### src/rtl/float_mul_stall_adapter.sv
// rtl/float_mul_stall_adapter.sv - stall-honouring wrapper around the fixed-latency float multiplier
// Holds a single-precision multiply core plus the valid tracker and credit-guarded result FIFO.
`timescale 1ns/1ps

module float_dspmul #(
  parameter int LATENCY = 4
) (
  input  logic        clock,
  input  logic        areset,
  input  logic [31:0] a,
  input  logic [31:0] b,
  output logic [31:0] q
);

  logic              sign;
  logic [7:0]        ea, eb;
  logic [22:0]       fa, fb;
  logic              a_zero, b_zero, a_inf, b_inf, a_nan, b_nan;
  logic [47:0]       prod;
  logic signed [9:0] exp_s, exp_n;
  logic [22:0]       mant;
  logic              guard, sticky, round_up;
  logic [23:0]       mant_r;
  logic [31:0]       p_comb;
  logic [31:0]       pipe [LATENCY];

  // Denormal inputs and results flush to signed zero; rounding is nearest-even.
  always_comb begin
    sign   = a[31] ^ b[31];
    ea     = a[30:23];
    eb     = b[30:23];
    fa     = a[22:0];
    fb     = b[22:0];
    a_zero = (ea == 8'h00);
    b_zero = (eb == 8'h00);
    a_inf  = (ea == 8'hFF) && (fa == 23'h0);
    b_inf  = (eb == 8'hFF) && (fb == 23'h0);
    a_nan  = (ea == 8'hFF) && (fa != 23'h0);
    b_nan  = (eb == 8'hFF) && (fb != 23'h0);
    prod   = 48'({1'b1, fa}) * 48'({1'b1, fb});
    exp_s  = $signed({2'b00, ea}) + $signed({2'b00, eb}) - 10'sd127;
    if (prod[47]) begin
      mant   = prod[46:24];
      guard  = prod[23];
      sticky = |prod[22:0];
      exp_n  = exp_s + 10'sd1;
    end else begin
      mant   = prod[45:23];
      guard  = prod[22];
      sticky = |prod[21:0];
      exp_n  = exp_s;
    end
    round_up = guard & (sticky | mant[0]);
    mant_r   = {1'b0, mant} + {23'h0, round_up};
    if (mant_r[23]) exp_n = exp_n + 10'sd1;

    p_comb = {sign, exp_n[7:0], mant_r[22:0]};
    if (exp_n >= 10'sd255)    p_comb = {sign, 8'hFF, 23'h0};
    else if (exp_n <= 10'sd0) p_comb = {sign, 31'h0};

    if (a_nan || b_nan || (a_inf && b_zero) || (b_inf && a_zero))
      p_comb = 32'h7FC0_0000;
    else if (a_inf || b_inf)
      p_comb = {sign, 8'hFF, 23'h0};
    else if (a_zero || b_zero)
      p_comb = {sign, 31'h0};
  end

  always_ff @(posedge clock or posedge areset) begin
    if (areset) begin
      for (int k = 0; k < LATENCY; k++) pipe[k] <= 32'h0;
    end else begin
      pipe[0] <= p_comb;
      for (int k = 1; k < LATENCY; k++) pipe[k] <= pipe[k-1];
    end
  end

  assign q = pipe[LATENCY-1];

endmodule

module float_mul_stall_adapter #(
  parameter int LATENCY    = 4,
  parameter int FIFO_DEPTH = 8,
  parameter int ADDR_W     = 3
) (
  input  logic        clock,
  input  logic        resetn,
  input  logic        ivalid,
  output logic        oready,
  input  logic [31:0] in1,
  input  logic [31:0] in2,
  output logic        ovalid,
  input  logic        iready,
  output logic [31:0] result
);

  localparam int CW = $clog2(LATENCY + FIFO_DEPTH + 1);

  logic [LATENCY-1:0] vld_sr;
  logic [31:0]        core_q;
  logic [31:0]        mem [FIFO_DEPTH];
  logic [ADDR_W-1:0]  wr_ptr, rd_ptr;
  logic [ADDR_W:0]    fifo_count;
  logic [CW-1:0]      inflight, credit_used;
  logic               accept, push, pop;

  float_dspmul #(.LATENCY(LATENCY)) u_core (
    .clock  (clock),
    .areset (~resetn),
    .a      (in1),
    .b      (in2),
    .q      (core_q)
  );

  // Every beat in the core pipeline already owns a FIFO slot, so pushes never overflow.
  always_comb begin
    inflight = '0;
    for (int k = 0; k < LATENCY; k++) inflight = inflight + CW'(vld_sr[k]);
    credit_used = inflight + CW'(fifo_count);
  end

  assign oready = (credit_used < CW'(FIFO_DEPTH));
  assign accept = ivalid & oready;
  assign push   = vld_sr[LATENCY-1];
  assign ovalid = (fifo_count != '0);
  assign pop    = ovalid & iready;
  assign result = ovalid ? mem[rd_ptr] : 32'h0;

  always_ff @(posedge clock or negedge resetn) begin
    if (!resetn) begin
      vld_sr     <= '0;
      wr_ptr     <= '0;
      rd_ptr     <= '0;
      fifo_count <= '0;
    end else begin
      vld_sr[0] <= accept;
      for (int k = 1; k < LATENCY; k++) vld_sr[k] <= vld_sr[k-1];
      if (push) wr_ptr <= wr_ptr + 1'b1;
      if (pop)  rd_ptr <= rd_ptr + 1'b1;
      if (push && !pop)      fifo_count <= fifo_count + 1'b1;
      else if (pop && !push) fifo_count <= fifo_count - 1'b1;
    end
  end

  always_ff @(posedge clock) begin
    if (push) mem[wr_ptr] <= core_q;
  end

endmodule

### config.mk
export PLATFORM = sky130hd
export DESIGN_NAME = float_mul_stall_adapter
export DESIGN_NICKNAME = d
export VERILOG_FILES = /design/src/rtl/float_mul_stall_adapter.sv
export SDC_FILE = /design/constraint.sdc
export NUM_CORES = 2
export LEC_CHECK = 0
export BUFFER_PORTS_ARGS = -buffer_cell sky130_fd_sc_hd__buf_2
export CAP_MARGIN = 20
export CORE_MARGIN = 5
export CORE_UTILIZATION = 70
export CTS_CLUSTER_DIAMETER = 30
export CTS_CLUSTER_SIZE = 8
export DETAILED_ROUTE_END_ITERATION = 8
export GPL_ROUTABILITY_DRIVEN = 0
export GPL_TIMING_DRIVEN = 0
export PLACE_DENSITY = 0.94
export SYNTH_ARGS = -nofsm -noshare
export SYNTH_HDL_FRONTEND = slang
export SYNTH_SLANG_ARGS = --single-unit
### constraint.sdc
create_clock -name clock -period 6.6 [get_ports clock]
set_clock_uncertainty 0.1 [all_clocks]
set_input_delay 0.66 -clock clock [delete_from_list [all_inputs] [get_ports clock]]
set_output_delay 0.66 -clock clock [all_outputs]
set_load 0.01 [all_outputs]
==> metrics.txt, run 1 <==
post-place setup slack=-4.49 ns; htree depth=3; clk root buf=clkbuf_16; Post-synth top cells=inv_1 (607), fa_1 (485), nand2_1 (348); Post-synth EDFFs=about 260; Syn Nets=4040; mux share of post-synthesis cell area=0.0549; first-pass GRT wire length=between 300 and 400 mm; clock net sink count=398; Simple-Gate Fraction of Synth Area=0.137; post-synthesis xor/xnor area fraction=0.0237; Placement Cell Area=around 38000 um2; most frequent cell after synthesis=inv_1; number of global-route vias before repair=41846; pin count of the biggest net entering global routing=108; status=aborted with a tool error; Final HPWL DP=~85 mm; Mapped Avg Cell Area=~11 um2; Yosys reg bits=approximately 400; dominant synthesized flop cell=edfxtp_1; Starting Density=0.704; synthesized area=about 36000 um2; register area share after synthesis=0.313; IO Port Bufs=100; clk buf depth=3; area share of fa/ha/maj cells after synthesis=0.337; Synth area leaders=fa_1 (27%), edfxtp_1 (21%), dfrtp_1 (9.9%); remaining global-route overflow=3956; Synth async-reset ratio=0.357; area fraction of the dominant cell type after synthesis=0.270; Inserted Clock Buffers=between 60 and 70; YS warnings=0; Compound-Gate Fraction of Synth Area=0.0544; die width=237 um; IO Pins=102; Post-Syn Instances=between 3000 and 4000; top cell type by total area after synthesis=fa_1; stop err=[ERROR GRT-0116] Global routing finished with congestion. Check the congestion regions in the DRC Viewer.; Site Rows=83; gr usage total=0.836; Halt Stage=global routing; Netlist cell types=100; Die Ht=237 um; largest family of logic cells by synthesized area=adder cells
kinds of logic after synthesis:
family,count (synthesis)
AOI/OAI and AO/OA,274
and+or+nand+nor,977
DFF,398
adders and majority gates,677
buffers and inverters,760
muxes,115
xor gates and xnor gates,94
through the flow:
stage               setup TNS [ns]  hold slack, ns  cells  utilization
detailed placement         -126.38           0.235   4089        0.745
floorplan                   -65.55           0.231   3295            -
CTS                         -68.82           0.238   4330        0.848
global placement           -111.71           0.233   4075        0.739
repair_timing:
| item | CTS |
|---|---|
| gates resized for setup | 478 |
| endpoints found under the setup margin | 31 |
| endpoints found under the hold margin | 35 |
| buffers inserted | 123 |
| hold buffers | 1 |
| pin swaps | 102 |
| cloned | 4 |
layer usage:
layer  GRT overflow  GRT usage
met5             38      0.606
met1           1035      0.857
met4            664      0.703
met3            452      0.744
met2           1767      0.971
==> run 2: changes to the inputs <==
--- a/config.mk
+++ b/config.mk
@@ -8,13 +8,11 @@
 export BUFFER_PORTS_ARGS = -buffer_cell sky130_fd_sc_hd__buf_2
 export CAP_MARGIN = 20
 export CORE_MARGIN = 5
-export CORE_UTILIZATION = 70
-export CTS_CLUSTER_DIAMETER = 30
-export CTS_CLUSTER_SIZE = 8
+export CORE_UTILIZATION = 40
 export DETAILED_ROUTE_END_ITERATION = 8
 export GPL_ROUTABILITY_DRIVEN = 0
 export GPL_TIMING_DRIVEN = 0
-export PLACE_DENSITY = 0.94
+export PLACE_DENSITY_LB_ADDON = 0.15
 export SYNTH_ARGS = -nofsm -noshare
 export SYNTH_HDL_FRONTEND = slang
 export SYNTH_SLANG_ARGS = --single-unit
==> metrics.txt, run 2 <==
number of global-route vias before repair=between 20000 and 30000; largest register by flop count=mem; first-pass iteration count of the detailed router=5; Die Ht=310 um (+31%); Post-synth EDFFs=256 (unchanged); clk buf depth=3 (unchanged); Synth async-reset ratio=0.357 (unchanged); Skew-Pair Late Insertion Delay=0.53 ns; IO Port Bufs=100 (unchanged); clock-pin slew on the worst setup and hold paths=0.06 ns; commonest non-fill, non-tap cells in the layout=inv_1 (571), fa_1 (460), nand2_1 (338), edfxtp_1 (256), and2_1 (246); Max Fclk=108 MHz; CP dominant cell by count=fa_1; Critical Path RT=6.88 ns; Final HPWL DP=84.7 mm (-0.30%); Post-synth top cells=inv_1 (607), fa_1 (485), nand2_1 (348); Nets=4363; startpoint type of the worst setup path=input pin; Max stage delay cell, worst path=fa_2; Yosys reg bits=398 (unchanged); register area share after synthesis=0.313 (unchanged); leading cell type in the layout, fill and taps excluded=inv_1; Post-Syn Instances=3295 (unchanged); Residual DRC=0; Starting Density=0.401 (-0.302); Cell Count, Final, Fillers Out=4825; Netlist cell types=100 (unchanged); Synth area leaders=fa_1 (27%), edfxtp_1 (21%), dfrtp_1 (9.9%); Tightest Pin Transition=0.971 ns; max reg flops=256; final worst path period share=1.40; max-cap viol count=0; CP max FO=10; design area=43700 um2; antenna fix cells=0; violated checks=setup timing; reg-to-reg slack, setup=3.64 ns; Vias/cell=5.25; Syn Nets=4040 (unchanged); area fraction of the dominant cell type after synthesis=0.270 (unchanged); gr usage total=0.234; Core ar.=89600 um2; die area=between 90000 and 100000 um2; Rel. slew slack=0.346; Inserted Clock Buffers=39 (-41%); YS warnings=0 (unchanged); final setup fails=31; unrepaired setup endpoints after global routing=true; Worst Hold Class=in -> async; die width=310 um (+31%); Final Hold Viols=0; Placement Cell Area=38700 um2 (+1.7%); Routed WL=110 mm; Site Rows=110 (+33%); CP peak stage delay=0.61 ns; WL/cell=about 23 um; crit path capture type=register; min Tclk post-route=9.22 ns; P&R area growth vs syn=21.6%; top cell type by total area after synthesis=fa_1; clk root buf=clkbuf_16; IO Pins=102 (unchanged); most frequent cell after synthesis=inv_1; DR iter-0 viols=1659; antenna viol nets, final=0; Critical Path AT=9.50 ns; CTS tree=built; Inst Count DP=4587 (+12%); final worst slack=-2.62 ns; synthesized area=36000 um2 (unchanged); max-slew violations=0; share of layout cells above drive strength 1=0.210; remaining global-route overflow=0; Mapped Avg Cell Area=10.9 um2 (unchanged); pin count of the biggest net entering global routing=82; clock net sink count=398 (unchanged); kind of critical path=in -> reg; antenna violations before repair=3; dominant synthesized flop cell=edfxtp_1; htree depth=2 (-1); status=complete, but fails checks; first-pass GRT wire length=about 170 mm; via count=25309
-- run 2: cell counts after synthesis --
Identical to the previous run, type by type.
-- run 2: logic make-up after synthesis --
family | Yosys count | synth area share
AND/OR/NAND/NOR | 977 | 0.137
buffers and inverters | 760 | 0.0806
adder cells (fa/ha/maj) | 677 | 0.337
flip-flops | 398 | 0.313
AO/OA/AOI/OAI | 274 | 0.0544
multiplexers | 115 | 0.0549
XOR/XNOR | 94 | 0.0237
-- run 2: cell type report --
type | count | area [um2]
fill | 8151 | 45900
timing repair buffer | 291 | 2680
multi-input combinational | 2137 | 22900
tap | 1176 | 1470
buffer | 141 | 1850
sequential | 398 | 11200
inverter | 610 | 2330
clock inverter | 19 | 241
clock buffer | 53 | 1070
-- run 2: timing repair --
item                                    in CTS  in global routing
cloned                                       1                  0
pin swaps                                  104                 68
setup buffers                              128                 44
endpoints found under the setup margin      31                 31
gates resized for setup                    455                114
hold buffers                                 0                  0
-- run 2: through the flow --
stage	setup slack, ns	setup TNS (ns)	hold slack, ns	utilization
detailed placement	-4.68	-129.78	0.235	0.432
CTS	-2.67	-73.20	0.114	0.480
global placement	-4.74	-131.85	0.231	0.428
floorplan	-2.33	-65.55	0.231	-
global route	-2.81	-79.81	0.139	0.488
finish	-2.62	-73.23	0.0757	0.488
-- run 2: path summary, 6_finish.rpt --
path                                 startpoint          endpoint  cells past startpoint
min in group clock                       ivalid         vld_sr[0]                      2
worst min-delay path                     resetn      u_core.q[19]                      1
worst max register to register    fifo_count[0]     fifo_count[3]                     12
worst max-delay path                    in2[11]  u_core.pipe[101]                     30
worst min register to register  u_core.pipe[60]      u_core.q[28]                      0
max in group asynchronous                resetn       u_core.q[9]                      2
-- run 2: critical path, delay by kind of cell --
family / cells / cell delay (ns)
adders and majority gates: 8 / 4.08
buffers and inverters: 9 / 1.00
AOI/OAI and AO/OA: 4 / 1.01
xor gates and xnor gates: 1 / 0.49
and+or+nand+nor: 8 / 2.25
-- run 2: per-layer routing --
metal | routed length (um) | global-route usage | up-vias
met3 | 6880 | 0.0330 | 218
met5 | 8 | 0 | -
met4 | 5130 | 0.0892 | 2
met1 | 47000 | 0.320 | 12931
met2 | 51200 | 0.381 | 865
li1 | - | - | 11293
Power of run 2 is not shown: default switching activity piles up to over one toggle a cycle in this logic, so the estimate is an artifact.
